### src/rtl/irq_pkg.sv
// Shared types and limits for the interrupt arbiter.
// Purely declarative; no logic, no latency, no flow control.
package irq_pkg;
    localparam int IRQ_MAX_SRC = 16;

    typedef enum logic [1:0] {
        IDLE    = 2'd0,
        ASSERT  = 2'd1,
        HOLDOFF = 2'd2
    } irq_state_e;
endpackage

### src/rtl/irq_prio_enc.sv
// Fixed-priority encoder: lowest set index of req wins.
// Combinational, zero latency; no flow control.
module irq_prio_enc #(
    parameter  int NUM_SRC = 4,
    localparam int ID_W    = $clog2(NUM_SRC)
) (
    input  logic [NUM_SRC-1:0] req,
    output logic               vld,
    output logic [ID_W-1:0]    id
);
    // Scan from the top down so the last hit is the lowest index.
    always_comb begin
        vld = 1'b0;
        id  = '0;
        for (int i = NUM_SRC - 1; i >= 0; i--) begin
            if (req[i]) begin
                vld = 1'b1;
                id  = ID_W'(i);
            end
        end
    end
endmodule

### src/rtl/irq_arbiter.sv
// Latches source events, presents one masked interrupt at a time, holds off after ack.
// Event-to-irq 2 cycles; irq stays up until ack or mask retraction, then optional quiet gap.
module irq_arbiter
    import irq_pkg::*;
#(
    parameter  int NUM_SRC   = 4,
    parameter  int HOLDOFF_W = 8,
    localparam int ID_W      = $clog2(NUM_SRC)
) (
    input  logic                 clk,
    input  logic                 rst,
    input  logic [NUM_SRC-1:0]   src_evt,
    input  logic                 mask_wr,
    input  logic [NUM_SRC-1:0]   mask_wdata,
    input  logic [HOLDOFF_W-1:0] holdoff_cycles,
    input  logic                 ack,
    output logic                 irq,
    output logic [ID_W-1:0]      irq_id,
    output logic [NUM_SRC-1:0]   pending,
    output logic [NUM_SRC-1:0]   mask,
    output logic [NUM_SRC-1:0]   overrun
);
    irq_state_e           state;
    logic [HOLDOFF_W-1:0] cnt;
    logic                 sel_vld;
    logic [ID_W-1:0]      sel_id;
    logic                 ack_ok;
    logic [NUM_SRC-1:0]   clr;

    irq_prio_enc #(.NUM_SRC(NUM_SRC)) u_prio (
        .req (pending & mask),
        .vld (sel_vld),
        .id  (sel_id)
    );

    assign ack_ok = (state == ASSERT) && ack;
    assign clr    = ack_ok ? (NUM_SRC'(1) << irq_id) : '0;

    // A new event coinciding with its own ack re-arms pending but starts overrun afresh.
    always_ff @(posedge clk) begin
        if (rst) begin
            pending <= '0;
            overrun <= '0;
            mask    <= '1;
        end else begin
            pending <= src_evt | (pending & ~clr);
            overrun <= (overrun | (src_evt & pending)) & ~clr;
            if (mask_wr) begin
                mask <= mask_wdata;
            end
        end
    end

    always_ff @(posedge clk) begin
        if (rst) begin
            state  <= IDLE;
            irq    <= 1'b0;
            irq_id <= '0;
            cnt    <= '0;
        end else begin
            case (state)
                IDLE: begin
                    if (sel_vld) begin
                        irq_id <= sel_id;
                        irq    <= 1'b1;
                        state  <= ASSERT;
                    end
                end
                ASSERT: begin
                    if (ack) begin
                        irq <= 1'b0;
                        if (holdoff_cycles == '0) begin
                            state <= IDLE;
                        end else begin
                            cnt   <= holdoff_cycles;
                            state <= HOLDOFF;
                        end
                    end else if (!mask[irq_id]) begin
                        irq   <= 1'b0;
                        state <= IDLE;
                    end
                end
                HOLDOFF: begin
                    cnt <= cnt - 1'b1;
                    if (cnt == HOLDOFF_W'(1)) begin
                        state <= IDLE;
                    end
                end
                default: begin
                    irq   <= 1'b0;
                    state <= IDLE;
                end
            endcase
        end
    end
endmodule

### config.mk
export PLATFORM = sky130hd
export DESIGN_NAME = irq_arbiter
export DESIGN_NICKNAME = d
export VERILOG_FILES = /design/src/rtl/irq_pkg.sv /design/src/rtl/irq_prio_enc.sv /design/src/rtl/irq_arbiter.sv
export SDC_FILE = /design/constraint.sdc
export NUM_CORES = 1
export LEC_CHECK = 0
export CAP_MARGIN = 15
export CORE_MARGIN = 1
export CORE_UTILIZATION = 41
export CTS_CLUSTER_DIAMETER = 60
export CTS_CLUSTER_SIZE = 24
export DETAILED_ROUTE_END_ITERATION = 10
export GPL_TIMING_DRIVEN = 0
export PLACE_DENSITY = 0.74
export SYNTH_ARGS = -nofsm -noshare
export SYNTH_HDL_FRONTEND = slang
export SYNTH_SLANG_ARGS = --single-unit
export TNS_END_PERCENT = 1
### constraint.sdc
create_clock -name clk -period 1.6 [get_ports clk]
set_input_delay 0.16 -clock clk [delete_from_list [all_inputs] [get_ports clk]]
set_output_delay 0.16 -clock clk [all_outputs]
set_load 0.02 [all_outputs]
==> results of run 1 <==
==> layer usage <==
| metal | vias to the layer above | global-route usage | part of all wire |
|---|---|---|---|
| met5 | - | 0 | 0 |
| met4 | 0 | 0.0571 | 0.0040 |
| met3 | 2 | 0.0398 | 0.063 |
| met2 | 43 | 0.351 | 0.50 |
| met1 | 560 | 0.251 | 0.43 |
| li1 | 572 | - | - |
==> worst max-delay path: stages <==
cell	delay (ns)
clkdlybuf4s50_1	0.42
or4_4	0.57
o31ai_4	0.28
buf_4	0.17
nand3_1	0.06
a41oi_1	0.18
==> placed cells by master, fill, tap and decap left out, types with 2 or more instances in the layout <==
cell / count
dfxtp_1: 23
o211ai_1: 2
dlygate4sd2_1: 2
dfxtp_2: 2
a22o_1: 5
mux2i_1: 4
a21o_1: 2
clkbuf_1: 3
a211oi_1: 2
clkbuf_4: 3
nand2_1: 13
inv_1: 4
ha_1: 2
dlymetal6s2s_1: 4
nor3_1: 5
nand2b_1: 2
nand3_1: 5
clkdlybuf4s50_1: 26
a31oi_1: 3
nand3b_1: 3
a21oi_1: 15
nor4_1: 2
buf_4: 4
nor2_1: 9
nor2b_1: 3
==> power by group <==
group / switching [W] / leakage (nW) / total [W] / internal (W)
Clock: 0.000196 / 0.0177 / 0.000289 / 0.0000936
Combinational: 0.000212 / 0.424 / 0.000433 / 0.000220
Sequential: 0.0000854 / 0.207 / 0.000777 / 0.000691
==> sequential cells by signal, indices dropped and copies added (netlist names) <==
name     count
cnt          8
irq          1
irq_id       2
mask         4
overrun      4
pending      4
state        2
==> path summary, 6_finish.rpt <==
kind | startpoint | end | slack [ns] | cells past startpoint
setup / recovery | holdoff_cycles[3] | cnt[5]$_SDFFE_PP0P_ | 0.01 | 6
hold / removal | holdoff_cycles[5] | cnt[5]$_SDFFE_PP0P_ | 0.19 | 3
setup reg to reg | cnt[0]$_SDFFE_PP0P_ | cnt[6]$_SDFFE_PP0P_ | 0.09 | 6
hold reg to reg | irq$_SDFFE_PP0P_ | irq$_SDFFE_PP0P_ | 0.48 | 2
==> cell type report <==
cell class                 instances  area [µm²]  share of cell area
clock inverter                     1        5.00             0.00310
tap                               31        38.8              0.0240
multi-input combinational         97         653               0.404
buffer                             5        21.3              0.0132
timing repair buffer              36         358               0.221
sequential                        25         503               0.311
clock buffer                       3        22.5              0.0139
inverter                           4        15.0             0.00929
==> cells by family after synthesis <==
group / synth area share
AND/OR/NAND/NOR: 0.235
AO/OA/AOI/OAI: 0.227
flip-flops: 0.426
buffers and inverters: 0.0287
multiplexers: 0.0628
adder cells (fa/ha/maj): 0.0213
==> timing repair <==
action	4_1_cts	5_1_grt
pin swaps	4	4
resized for setup	5	8
hold buffers	0	0
gates cloned	0	0
setup endpoints to repair	13	12
setup buffers	4	0
==> stage by stage <==
stage          setup WS, ns  std cells  power [W]
5_1_grt             -0.0450        202    0.00158
3_5_place_dp         -0.561        194    0.00120
3_3_place_gp         -0.477        194    0.00119
2_1_floorplan        0.0760        131    0.00102
6_report             0.0116        202    0.00150
4_1_cts             -0.0118        202    0.00150
==> reports/qor.csv, run 1 <==
stage,metric,value,unit
placement,place_congestion,0.870,
synthesis,yosysTopAreaCell,dfxtp_1,
synthesis,ys_top_cells_by_area,"dfxtp_1 (43%), a21oi_1 (6.4%), nand2_1 (4.1%)",
clocking,insertion_delay,0.32,ns
placement,placement.cell_area,1540,µm²
die,rows,19,
timing,period_minus_slack,1.59,ns
job,maxCapViolCount,0,
global_route,track_usage,0.202,
synthesis,synth_nets,153,
route,wl_per_cell,14.7,µm
timing,max_freq,0.630,GHz
timing,grt_setup_unrepaired,true,
timing,setup_viol,0,
placement,dp_hpwl,2.14,mm
clocking,path_clk_slew,0.13,ns
clocking,clock_path_buffers,2,
cells_and_area,diodes,0,
clocking,cts_tree,yes,
synthesis,synth_warnings,0,
die,core-area,2730,µm²
hold_path,hold_path_class,primary input to register,
route,viasPerCell,5.83,
cells_and_area,stdcell_area,1620,µm²
cells_and_area,n_fill_cell,255,
timing,min_period_over_period,0.993,
synthesis,synth.top_cell.area_share,0.426,
synthesis,syn_avg_cell_area,8.98,µm²
global_route,grt_overflow_total,0,
die,die-area,3090,µm²
die,die_y,55.6,µm
worst_setup_path,startpoint_type,primary input,
timing,max_slew_margin,0.670,
pwr,p_per_area,927,nW/µm²
synthesis,synthArstFlopShare,0,
clocking,ctsHtreeMaxLevel,1,
route,first_iter_violations,35,
synthesis,synth_cells,131,
die,io_pins,35,
cells_and_area,nets,194,
placement,io_buffers,32,
synthesis,ys_seq_area_frac,0.426,
route,drc,0,
pwr,vdd_drop_max,0.645,mV
route,first_pass_iters,4,
worst_setup_path,path_class,primary input to register,
clocking,cts-buffers-inserted,3,
worst_setup_path,crit_path_end_kind,register,
pwr,leakage,0.649,nW
route,ant_nets,0,
timing,worst_pin_slew,0.495,ns
global_route,antenna_found_initial,0,
cells_and_area,final_util,0.591,
synthesis,synth_area,1180,µm²
global_route,grt_max_degree,15,
worst_setup_path,cp.arrival,1.83,ns
synthesis,synth-main-ff-cell,dfxtp_1,
synthesis,ys_ff_latch,25,
cells_and_area,area_growth,37.4,%
timing,fin_setup_tns,0,ns
route,vias,1177,
synthesis,synth_edf_count,0,
worst_setup_path,crit_fanout,3,
clocking,cts.sinks,25,
global_route,grt_pass1_vias,1164,
timing,final-hold-violation-count,0,
timing,skew,0.0126,ns
clocking,ctsRootBufferMaster,clkbuf_4,
die,initial_core_util,0.430,
route,wirelength,2.98,mm
timing,holdWs,0.192,ns
synthesis,synth_most_common_cell,dfxtp_1,
timing,drv_slew,0,
cells_and_area,drive_gt1_frac,0.111,
synthesis,netlist_top_cells_count,"dfxtp_1 (25), a21oi_1 (15), nand2_1 (13), nor2_1 (9), nor3_1 (6)",
run_status,outcome,finished clean,
die,die_w,55.6,µm
worst_setup_path,cp_data_required_time,1.84,ns
synthesis,ys_types,37,
global_route,grt_pass1_wl,5.06,mm
No activity file was read; power rests on OpenSTA's default activity.
==> run 2, diff against run 1 <==
--- a/config.mk
+++ b/config.mk
@@ -7,12 +7,13 @@
 export LEC_CHECK = 0
 export CAP_MARGIN = 15
 export CORE_MARGIN = 1
-export CORE_UTILIZATION = 41
+export CORE_UTILIZATION = 43
+export CTS_BUF_LIST = sky130_fd_sc_hd__clkbuf_8
 export CTS_CLUSTER_DIAMETER = 60
 export CTS_CLUSTER_SIZE = 24
 export DETAILED_ROUTE_END_ITERATION = 10
 export GPL_TIMING_DRIVEN = 0
-export PLACE_DENSITY = 0.74
+export PLACE_DENSITY = 0.77
 export SYNTH_ARGS = -nofsm -noshare
 export SYNTH_HDL_FRONTEND = slang
 export SYNTH_SLANG_ARGS = --single-unit
==> run 2 against run 1 <==
Effect of this change:
- clock skew down 0.0015 ns
- critical endpoint is now irq_id[1]
- total power rose by 5.3%
- worst setup slack better by 0.027 ns
- worst hold slack gained 0.020 ns
- largest power group unchanged
- core utilization up 6.0 points
- sequential cell count unchanged
- combinational power barely moved
- via count decreased by 1.8%
==> reports/qor.csv, run 2 (synthesis gave the netlist of run 1 again) <==
stage,metric,value,unit
run_status,outcome,finished clean,
clocking,insertion_delay,0.27,ns
worst_setup_path,crit_path_start,irq_id[1]$_SDFFE_PP0P_,
placement,dp_hpwl,2.08,mm
clocking,cts.sinks,25,
die,initial_core_util,0.466,
worst_setup_path,crit_path_end_kind,primary output,
worst_setup_path,path_class,register to primary output,
clocking,path_clk_slew,0.09,ns
timing,grt_setup_unrepaired,true,
global_route,grt_overflow_total,0,
pwr,vdd_drop_max,0.673,mV
timing,setup_viol,0,
timing,setup_ws,0.0381,ns
clocking,cts_tree,yes,
placement,place_congestion,0.854,
die,rows,18,
timing,skew,0.0111,ns
timing,fin_setup_tns,0,ns
cells_and_area,final_cells,201,
cells_and_area,final_cell_mix,"clkdlybuf4s50_1 (27), dfxtp_1 (22), a21oi_1 (15)",
route,ant_nets,0,
timing,max_slew_margin,0.654,
worst_setup_path,cp_top_family,buffers and inverters,
timing,period_minus_slack,1.56,ns
cells_and_area,nets,194,
clocking,hold_buffers,0,
route,wirelength,2.88,mm
hold_path,min_from,holdoff_cycles[4],
route,first_iter_violations,11,
timing,worst_pin_slew,0.520,ns
die,die_y,54.3,µm
route,vias,1156,
cells_and_area,area_growth,39.7,%
hold_path,hold_path_class,primary input to register,
die,io_pins,35,
clocking,cts-buffers-inserted,3,
cells_and_area,regMostFlops,cnt,
worst_setup_path,max_stage_delay,0.66,ns
clocking,clock_path_buffers,2,
worst_setup_path,rr_startpoint,cnt[0]$_SDFFE_PP0P_,
route,drc,0,
die,die-area,2950,µm²
timing,max_freq,0.640,GHz
cells_and_area,final_common_cell,clkdlybuf4s50_1,
cells_and_area,n_fill_cell,217,
job,maxCapViolCount,0,
die,die_w,54.3,µm
timing,drv_slew,0,
placement,io_buffers,32,
clocking,ctsRootBufferMaster,clkbuf_8,
pwr,leakage,0.652,nW
clocking,ctsHtreeMaxLevel,1,
worst_setup_path,cp_data_required_time,1.44,ns
global_route,grt_pass1_vias,1144,
cells_and_area,diodes,0,
global_route,antenna_found_initial,0,
placement,placed_cells_incl_taps,193,
die,core-area,2520,µm²
route,first_pass_iters,4,
pwr,finalPower,0.00158,W
cells_and_area,largest_register_ffs,8,
cells_and_area,final_util,0.651,
timing,min_period_over_period,0.976,
worst_setup_path,worstPathCellList,clkdlybuf4s50_1,
timing,final-hold-violation-count,0,
placement,place_ws,-0.502,ns
worst_setup_path,startpoint_type,register,
worst_setup_path,crit_fanout,7,
pwr,p_per_area,960,nW/µm²
route,wl_per_cell,14.3,µm
route,viasPerCell,5.75,
global_route,grt_pass1_wl,4.77,mm
cells_and_area,drive_gt1_frac,0.117,
global_route,grt_max_degree,15,
worst_setup_path,cp_slowest_cell,clkdlybuf4s50_1,
global_route,track_usage,0.221,
worst_setup_path,cp.arrival,1.40,ns
worst_setup_path,path_buf_inv,1,
==> run 2: report_power, final <==
group / internal [W] / switching (W)
Combinational: 0.000224 / 0.000210
Sequential: 0.000691 / 0.0000834
Clock: 0.000174 / 0.000194
Total: 0.00109 / 0.000488
==> run 2: layer usage <==
metal  GRT usage  part of all wire  wire length (µm)
met1       0.264              0.45              1290
met2       0.392              0.50              1440
met3      0.0306             0.047               135
met4      0.0897            0.0059                17
met5           0                 0                 0
==> run 2: per-stage QoR <==
step	cell area (µm²)	hold WS (ns)
floorplan	1180	0.277
global placement	1530	0.462
detailed placement	1530	0.473
CTS	1620	0.272
global route	1640	0.245
finish	1640	0.212
==> run 2: area by class of cell <==
cell class                 instances  area [µm²]  share of cell area
tap                               30        37.5              0.0228
multi-input combinational         97         656               0.399
clock buffer                       3        41.3              0.0251
timing repair buffer              36         363               0.221
clock inverter                     1        5.00             0.00305
inverter                           4        15.0             0.00914
buffer                             5        21.3              0.0129
sequential                        25         504               0.307
==> run 2: worst paths after layout <==
| kind | end | slack, ns | cells past startpoint |
|---|---|---|---|
| min reg2reg | irq$_SDFFE_PP0P_ | 0.48 | 2 |
| max | irq_id[1] | 0.04 | 1 |
| min | cnt[4]$_SDFFE_PP0P_ | 0.21 | 3 |
| max reg2reg | cnt[6]$_SDFFE_PP0P_ | 0.10 | 6 |
==> run 2: what timing repair did <==
| action | CTS | global route |
|---|---|---|
| endpoints found under the setup margin | 10 | 9 |
| gates resized for setup | 6 | 7 |
| pin swaps | 4 | 4 |
| buffers inserted | 4 | 0 |
